--- config.mk ---
export PLATFORM = sky130hd
export DESIGN_NAME = sap_cpu_param_flat
export DESIGN_NICKNAME = d
export VERILOG_FILES = /design/src/rtl/sap_cpu_param_if.sv /design/src/rtl/sap_cpu_param.sv /design/src/flat_wrapper.sv
export SDC_FILE = /design/constraint.sdc
export NUM_CORES = 1
export LEC_CHECK = 0
export CORE_MARGIN = 4
export CORE_UTILIZATION = 35
export CTS_BUF_LIST = sky130_fd_sc_hd__clkbuf_2
export DETAILED_ROUTE_END_ITERATION = 8
export GPL_TIMING_DRIVEN = 1
export PLACE_DENSITY = 0.54
export SETUP_SLACK_MARGIN = 0.4
export SKIP_CTS_REPAIR_TIMING = 1
export SLEW_MARGIN = 40
export SYNTH_ARGS = -nofsm -noshare
export SYNTH_HDL_FRONTEND = slang
export SYNTH_SLANG_ARGS = --single-unit
--- constraint.sdc ---
create_clock -name clk -period 4.9 [get_ports clk]
set_input_delay 0.49 -clock clk [delete_from_list [all_inputs] [get_ports clk]]
set_output_delay 0.49 -clock clk [all_outputs]
set_load 0.1 [all_outputs]
--- src/rtl/sap_cpu_param_if.sv ---
// Bus interface for sap_cpu_param: program-load port, output register and
// debug taps. The CPU takes the slave modport; the driver of step_en and
// the program port takes the master modport.
interface sap_cpu_param_if #(
    parameter int DATA_W = 8,
    parameter int ADDR_W = 4
);
    logic              step_en;
    logic              prog_we;
    logic [ADDR_W-1:0] prog_addr;
    logic [DATA_W-1:0] prog_data;
    logic [DATA_W-1:0] out_data;
    logic              out_valid;
    logic              halted;
    logic [ADDR_W-1:0] pc_dbg;
    logic [DATA_W-1:0] a_dbg;
    logic [1:0]        flags_dbg;

    modport master (
        output step_en, prog_we, prog_addr, prog_data,
        input  out_data, out_valid, halted, pc_dbg, a_dbg, flags_dbg
    );

    modport slave (
        input  step_en, prog_we, prog_addr, prog_data,
        output out_data, out_valid, halted, pc_dbg, a_dbg, flags_dbg
    );
endinterface

--- src/rtl/sap_cpu_param.sv ---
// Parametrised multi-cycle accumulator CPU with a shared internal bus,
// unified program/data RAM and a microstep sequencer advanced by step_en.
// Optional macro SAP_CPU_CALL_EN adds single-level CAL (opcode A) and
// RTN (opcode B); without it both execute as NOP.
//
// step | meaning
// T0   | MAR <= PC
// T1   | IR <= RAM[MAR], PC <= PC+1
// T2   | first execute step (all opcodes)
// T3   | second execute step (LDA, ADD, STA, SUB)
// T4   | ALU writeback and flags (ADD, SUB)
module sap_cpu_param #(
    parameter int DATA_W = 8,
    parameter int ADDR_W = 4
) (
    input logic            clk,
    input logic            reset,
    sap_cpu_param_if.slave io
);
    localparam int PAD = DATA_W - ADDR_W;
    localparam logic [ADDR_W-1:0] PC_ONE = 1;

    localparam logic [3:0] OP_LDA = 4'h1;
    localparam logic [3:0] OP_ADD = 4'h2;
    localparam logic [3:0] OP_OUT = 4'h3;
    localparam logic [3:0] OP_JMP = 4'h4;
    localparam logic [3:0] OP_STA = 4'h5;
    localparam logic [3:0] OP_LDI = 4'h6;
    localparam logic [3:0] OP_SUB = 4'h7;
    localparam logic [3:0] OP_JC  = 4'h8;
    localparam logic [3:0] OP_JZ  = 4'h9;
    localparam logic [3:0] OP_HLT = 4'hF;
`ifdef SAP_CPU_CALL_EN
    localparam logic [3:0] OP_CAL = 4'hA;
    localparam logic [3:0] OP_RTN = 4'hB;
`endif

    typedef enum logic [2:0] {T0, T1, T2, T3, T4} step_t;

    step_t             step, step_nxt;
    logic [ADDR_W-1:0] pc, mar;
    logic [DATA_W-1:0] a, b, ir, out_data, bus, alu;
    logic              c, z, c_nxt, halted, run;
    logic [DATA_W:0]   sum;
    logic [DATA_W-1:0] mem [2**ADDR_W];
    logic [3:0]        opcode;
    logic [ADDR_W-1:0] operand;
`ifdef SAP_CPU_CALL_EN
    logic [ADDR_W-1:0] ret;
`endif

    assign opcode  = ir[DATA_W-1 -: 4];
    assign operand = ir[ADDR_W-1:0];
    assign run     = io.step_en && !halted;
    assign sum     = {1'b0, a} + {1'b0, b};

    // ALU: SUB carry means "no borrow", i.e. A >= B
    always_comb begin
        alu   = sum[DATA_W-1:0];
        c_nxt = sum[DATA_W];
        if (opcode == OP_SUB) begin
            alu   = a - b;
            c_nxt = (a >= b);
        end
    end

    // Bus source select: exactly one driver per microstep
    always_comb begin
        bus = '0;
        case (step)
            T0: bus = {{PAD{1'b0}}, pc};
            T1: bus = mem[mar];
            T2: begin
                bus = {{PAD{1'b0}}, operand};
                if (opcode == OP_OUT) bus = a;
`ifdef SAP_CPU_CALL_EN
                if (opcode == OP_RTN) bus = {{PAD{1'b0}}, ret};
`endif
            end
            T3: bus = (opcode == OP_STA) ? a : mem[mar];
            T4: bus = alu;
            default: bus = '0;
        endcase
    end

    // Microstep register; halted parks the sequencer at T0
    always_ff @(posedge clk) begin
        if (reset)    step <= T0;
        else if (run) step <= step_nxt;
    end

    // Microstep sequencing: instruction length depends on opcode
    always_comb begin
        step_nxt = T0;
        case (step)
            T0: step_nxt = T1;
            T1: step_nxt = T2;
            T2: step_nxt = (opcode == OP_LDA || opcode == OP_ADD ||
                            opcode == OP_STA || opcode == OP_SUB) ? T3 : T0;
            T3: step_nxt = (opcode == OP_ADD || opcode == OP_SUB) ? T4 : T0;
            default: step_nxt = T0;
        endcase
    end

    // Datapath registers loaded from the bus
    always_ff @(posedge clk) begin
        if (reset) begin
            pc       <= '0;
            mar      <= '0;
            a        <= '0;
            b        <= '0;
            ir       <= '0;
            c        <= 1'b0;
            z        <= 1'b0;
            out_data <= '0;
            halted   <= 1'b0;
        end else if (run) begin
            case (step)
                T0: mar <= bus[ADDR_W-1:0];
                T1: begin
                    ir <= bus;
                    pc <= pc + PC_ONE;
                end
                T2: begin
                    case (opcode)
                        OP_LDA, OP_ADD, OP_STA, OP_SUB: mar <= bus[ADDR_W-1:0];
                        OP_OUT: out_data <= bus;
                        OP_JMP: pc <= bus[ADDR_W-1:0];
                        OP_LDI: a <= bus;
                        OP_JC:  if (c) pc <= bus[ADDR_W-1:0];
                        OP_JZ:  if (z) pc <= bus[ADDR_W-1:0];
                        OP_HLT: halted <= 1'b1;
`ifdef SAP_CPU_CALL_EN
                        OP_CAL, OP_RTN: pc <= bus[ADDR_W-1:0];
`endif
                        default: ;
                    endcase
                end
                T3: begin
                    if (opcode == OP_LDA) a <= bus;
                    if (opcode == OP_ADD || opcode == OP_SUB) b <= bus;
                end
                T4: begin
                    a <= bus;
                    c <= c_nxt;
                    z <= (bus == '0);
                end
                default: ;
            endcase
        end
    end

`ifdef SAP_CPU_CALL_EN
    // Single-level return register; a nested CAL overwrites it
    always_ff @(posedge clk) begin
        if (reset)
            ret <= '0;
        else if (run && step == T2 && opcode == OP_CAL)
            ret <= pc;
    end
`endif

    // RAM: program port only while stopped, STA write dropped under reset
    always_ff @(posedge clk) begin
        if (io.prog_we && (reset || halted))
            mem[io.prog_addr] <= io.prog_data;
        else if (!reset && run && step == T3 && opcode == OP_STA)
            mem[mar] <= bus;
    end

    // out_valid spans the clk whose closing edge loads out_data
    assign io.out_valid = !reset && run && step == T2 && opcode == OP_OUT;
    assign io.out_data  = out_data;
    assign io.halted    = halted;
    assign io.pc_dbg    = pc;
    assign io.a_dbg     = a;
    assign io.flags_dbg = {c, z};
endmodule

--- src/flat_wrapper.sv ---
// flat-port wrapper written by rule: the top's interface ports become plain ports
module sap_cpu_param_flat 
#(
    parameter int DATA_W = 8,
    parameter int ADDR_W = 4
)
  (clk, reset, io_step_en, io_prog_we, io_prog_addr, io_prog_data, io_out_data, io_out_valid, io_halted, io_pc_dbg, io_a_dbg, io_flags_dbg);
  sap_cpu_param_if #(.DATA_W(DATA_W), .ADDR_W(ADDR_W)) io_i ();
  input logic clk;
  input logic reset;
  input wire logic [$bits(io_i.step_en)-1:0] io_step_en;
  input wire logic [$bits(io_i.prog_we)-1:0] io_prog_we;
  input wire logic [$bits(io_i.prog_addr)-1:0] io_prog_addr;
  input wire logic [$bits(io_i.prog_data)-1:0] io_prog_data;
  output wire logic [$bits(io_i.out_data)-1:0] io_out_data;
  output wire logic [$bits(io_i.out_valid)-1:0] io_out_valid;
  output wire logic [$bits(io_i.halted)-1:0] io_halted;
  output wire logic [$bits(io_i.pc_dbg)-1:0] io_pc_dbg;
  output wire logic [$bits(io_i.a_dbg)-1:0] io_a_dbg;
  output wire logic [$bits(io_i.flags_dbg)-1:0] io_flags_dbg;
  assign io_i.step_en = io_step_en;
  assign io_i.prog_we = io_prog_we;
  assign io_i.prog_addr = io_prog_addr;
  assign io_i.prog_data = io_prog_data;
  assign io_out_data = io_i.out_data;
  assign io_out_valid = io_i.out_valid;
  assign io_halted = io_i.halted;
  assign io_pc_dbg = io_i.pc_dbg;
  assign io_a_dbg = io_i.a_dbg;
  assign io_flags_dbg = io_i.flags_dbg;
  sap_cpu_param #(.DATA_W(DATA_W), .ADDR_W(ADDR_W)) u_core (.clk(clk), .reset(reset), .io(io_i));
endmodule
== Word level (Yosys, flattened, before mapping) ==
Memory sizes are Yosys's and may differ from the RTL's. A register that Yosys moved wholly into a read port is not among the register bits.
Index checks and enable logic that the tools add are counted.

* Reductions and logical operators: 29
* Muxes and demuxes: 27
* Equal/unequal tests: 20
* Order comparisons: 1
* $add $sub $neg: 3

{| class="wikitable"
|+ Operators with widths
! cell !! count
|-
| $mux W8 || 6
|-
| $pmux W8 S5 || 1
|-
| $mux W4 || 6
|-
| $pmux W8 S3 || 1
|-
| $eq A4 B3 Y1 const B || 4
|-
| $pmux W4 S2 || 2
|-
| $eq A4 B4 Y1 const B || 3
|-
| $pmux W3 S4 || 1
|-
| $pmux W4 S3 || 1
|-
| $reduce_and A3 Y1 || 4
|-
| $add A8 B8 Y9 || 1
|-
| $eq A4 B2 Y1 const B || 2
|-
| $ge A8 B8 Y1 || 1
|-
| $logic_not A8 Y1 || 1
|-
| $reduce_or A8 Y1 || 1
|-
| $sub A8 B8 Y8 || 1
|-
| $logic_and A1 B1 Y1 || 7
|-
| $mux W1 || 7
|-
| $eq A3 B2 Y1 const B || 2
|-
| $ne A3 B2 Y1 const B || 2
|-
| $logic_or A1 B1 Y1 || 5
|-
| $reduce_and A5 Y1 || 1
|-
| $add A4 B1 Y4 const B || 1
|-
| $eq A4 B1 Y1 const B || 1
|-
| other kinds (14) || 18
|}

* Bits in registers: 46
* Output and inout bits: 24
* Memories kept: 1
* Memory bits (writable): 128

{| class="wikitable"
|+ Memories
! name !! depth !! width !! read ports !! clocked after memory_dff !! write ports !! line !! text
|-
| u_core.mem || 16 || 8 || 1 || 1 || 1 || sap_cpu_param.sv:45 || <nowiki>logic [DATA_W-1:0] mem [2**ADDR_W];</nowiki>
|}

== Depth between registers and ports, before layout ==
* Word-level depth: 10
* Mapped depth: 11

== Least setup slack after synthesis ==
No wires, ideal clock.

* Path type: flip-flop to output port
* Start: reg u_core.halted, in the netlist u_core.io.halted
* End: out io_out_valid
* Stages on the path, launching flop included: 4
* Setup slack: 312 ps
* Data arrival time: 4098 ps
* Cell sequence: dfxtp_1 -> nand2b_1 -> clkbuf_1 -> nor4_1

* Longest elaborated chain between the ends: 5

{| class="wikitable"
|+ Ends and longest elaborated chain
! item !! line !! text
|-
| from (decl) || sap_cpu_param.sv:43 || <nowiki>logic c, z, c_nxt, halted, run;</nowiki>
|-
| from (signal assigned) || sap_cpu_param.sv:116 || <nowiki>halted <= 1'b0;</nowiki>
|-
| from (signal assigned) || sap_cpu_param.sv:132 || <nowiki>OP_HLT: halted <= 1'b1;</nowiki>
|-
| $logic_not A1 Y1 || sap_cpu_param.sv:54 || <nowiki>assign run = io.step_en && !halted;</nowiki>
|-
| $logic_and A1 B1 Y1 || sap_cpu_param.sv:54 ||
|-
| $logic_and A1 B1 Y1 (3 in a row) || sap_cpu_param.sv:172 || <nowiki>assign io.out_valid = !reset && run && step == T2 && opcode == OP_OUT;</nowiki>
|-
| to (decl) || flat_wrapper.sv:16 || <nowiki>output wire logic [$bits(io_i.out_valid)-1:0] io_out_valid;</nowiki>
|}

No other way between the ends.

== Final worst setup path ==
* Start: reg u_core.ir[4]
* End: out io_out_valid

* Longest elaborated chain between the ends: 2

{| class="wikitable"
|+ Ends and longest elaborated chain
! item !! line !! text
|-
| from (decl) || sap_cpu_param.sv:42 || <nowiki>logic [DATA_W-1:0] a, b, ir, out_data, bus, alu;</nowiki>
|-
| from (signal assigned) || sap_cpu_param.sv:121 || <nowiki>ir <= bus;</nowiki>
|-
| $eq A4 B2 Y1 || sap_cpu_param.sv:172 ||
|-
| $logic_and A1 B1 Y1 || sap_cpu_param.sv:172 ||
|}

No other way between the ends.

==> metrics.cfg <==
[detailed_routing]
first_pass_iters = 5
drt_drc_violations_left = 0
wl_per_cell_um = 20.95
via_per_inst = 5.369
ant_nets = 0
wl_um = 21310
drtIter0Drc = 353
vias = 5460

[logic_synthesis]
synthFlopType = edfxtp_1
syn_inst = 647
yosys-top-cells-area = edfxtp_1, dfxtp_1, mux4_2, mux2i_1, nor2_1
yosysTopAreaCell = edfxtp_1
yosys_warnings = 0
synth_seq_area_share = 0.5843
yosys.area.top_type_share = 0.4636
synth_common_cells = edfxtp_1, nor2_1, dfxtp_1
netlist_area_um2 = 8292
synth_async_sr_flop_share = 0
avgSynthCellArea_um2 = 12.82
ys_types = 64
syn-num-nets = 683
synth_most_common_cell = edfxtp_1
synth-edff-count = 128
synth_seq_cells = 178

[sta]
finalHoldViolations = 0
drv_slew = 0
fin_skew_ps = 33.31
slew_headroom = 0.4419
setup_viol = 0
tightest_slew_ps = 834.1
rsz0062_at_grt = no
post-route-period-util = 0.6959
finalCriticalPeriod_ps = 3410
max_freq_mhz = 293.3
worst_slack_ps = 1490
setup_tns_ps = 0

[floorplanning]
core_area_um2 = 23400
fp-row-count = 56
initial_utilization = 0.3543
die_height_um = 161.9
io_pins = 40
die_w_um = 161.9
dieArea_um2 = 26220

[global_routing]
gr-total-overflow = 0
grt_usage = 0.1668
grt_max_degree = 50
antenna_found_initial = 0
grtUsageMet1 = 0.2197
met2_usage = 0.2778
grt_pass1_vias = 5509
use_met3 = 0.04035
grt_pass1_wl_um = 33150
grt-busiest-layer = met2

[worst_setup_path]
crit_type = reg2out
r2r_cells = 5
crit_path_start_kind = flip-flop
crit_fanout = 13
cp.required_ps = 4410
critical_path.endpoint_type = primary output
crit_arrival_ps = 2920

[placement]
place_inst = 985
port_buffers = 39
post-place-ws_ps = 1517
placed_cell_area_um2 = 8980
place_congestion = 0.8849
dp_hpwl_um = 14740

[cells_and_area]
final_nets = 721
stdcell_area_um2 = 9221
drive_gt1_frac = 0.1891
final_cell_count_no_fill = 1017
antennaDiodeCount = 0
syn_to_final_growth_pct = 11.21
utilization = 0.3940

[hold_path]
min_path_cells = 2
hp-class = in2reg

[cts]
cts_tree = built
worstSkewPairLatency_ps = 720
cts_max_level = 4
clk_pin_slew_worst_paths_ps = 280
cts_buffers = 17
cts_max_path_buffers = 2
cts_root_buf = clkbuf_2
clock-sinks = 178

[pwr]
ir_worst_vdd_uv = 163.7
power_density_nw_per_um2 = 294.7
power_leakage_nw = 3.080

[job]
cap_violations = 0

[outcome]
status = completed

-- worst max-delay path, cell delays in order (launching register included) --
cell       delay, ps
dfxtp_1          690
nand4bb_1        570
nor4_2           450
buf_2            490
-- layout make-up --
class | instances | area, um2
clock buffers | 18 | 90.09
clock inverters | 14 | 146.4
fillers | 2271 | 14180
inverters | 24 | 90.09
multi-input cells | 404 | 3223
flip-flops and latches | 178 | 4847
well taps | 319 | 399.1
repair buffers | 60 | 425.4
-- metrics by stage --
step                hold slack [ps]  total power, mW
floorplan                     459.6            1.897
finish                        211.3            2.717
CTS                           144.0            2.745
global placement              479.5            1.989
detailed placement            477.3            1.994
global route                  125.1            2.841
-- worst paths after layout --
check	from	to	slack, ps
worst min register to register	u_core.z	u_core.z	500
worst max-delay path	u_core.ir[4]	io_out_valid	1490
worst min-delay path	reset	u_core.step[1]	210
worst max register to register	u_core.step[1]	u_core.mem[5][3]	1500
-- routing by layer --
layer,vias to the layer above,routed length [um]
met4,0,467
met5,-,0
li1,2528,-
met1,2739,9356
met3,36,1034
met2,157,10450
-- power breakdown --
group	switching, mW	internal, mW
sequential	0.0398	1.64
clock	0.549	0.207
combinational	0.170	0.112
-- cells in the final DEF (no fill, tap or decap), drive strengths merged, types with 4 or more instances in the layout --
cell / count
a211oi: 19
a21oi: 33
a22oi: 7
a31oi: 8
a32oi: 6
and3: 6
buf: 46
clkbuf: 18
clkdlybuf4s50: 14
clkinv: 4
dfxtp: 50
edfxtp: 128
ha: 18
inv: 31
mux2: 7
mux2i: 39
mux4: 28
nand2: 25
nand2b: 6
nand3: 10
nor2: 88
nor2b: 7
nor3: 13
nor3b: 4
o21ai: 19
o22ai: 4
o31ai: 4
or3b: 4
-- flip-flops by register name, indices dropped and copies added, names as in the netlist, named ones only --
register            cells
u_core.b                8
u_core.c                1
u_core.io.a_dbg         8
u_core.io.halted        1
u_core.io.out_data      8
u_core.io.pc_dbg        4
u_core.ir               8
u_core.mar              4
u_core.mem            128
u_core.step             3
u_core.z                1
-- logic make-up (layout without fill, tap and decap cells) --
family | Yosys count | count (layout) | share of synthesized area
AOI/OAI and AO/OA | 121 | 121 | 0.09929
buffers and inverters | 65 | 116 | 0.03531
DFF | 178 | 178 | 0.5843
xor gates and xnor gates | 3 | 3 | 0.003169
adders and majority gates | 20 | 20 | 0.03199
muxes | 74 | 74 | 0.1367
and+or+nand+nor | 186 | 186 | 0.1093
(Power assumes the default switching activity.)
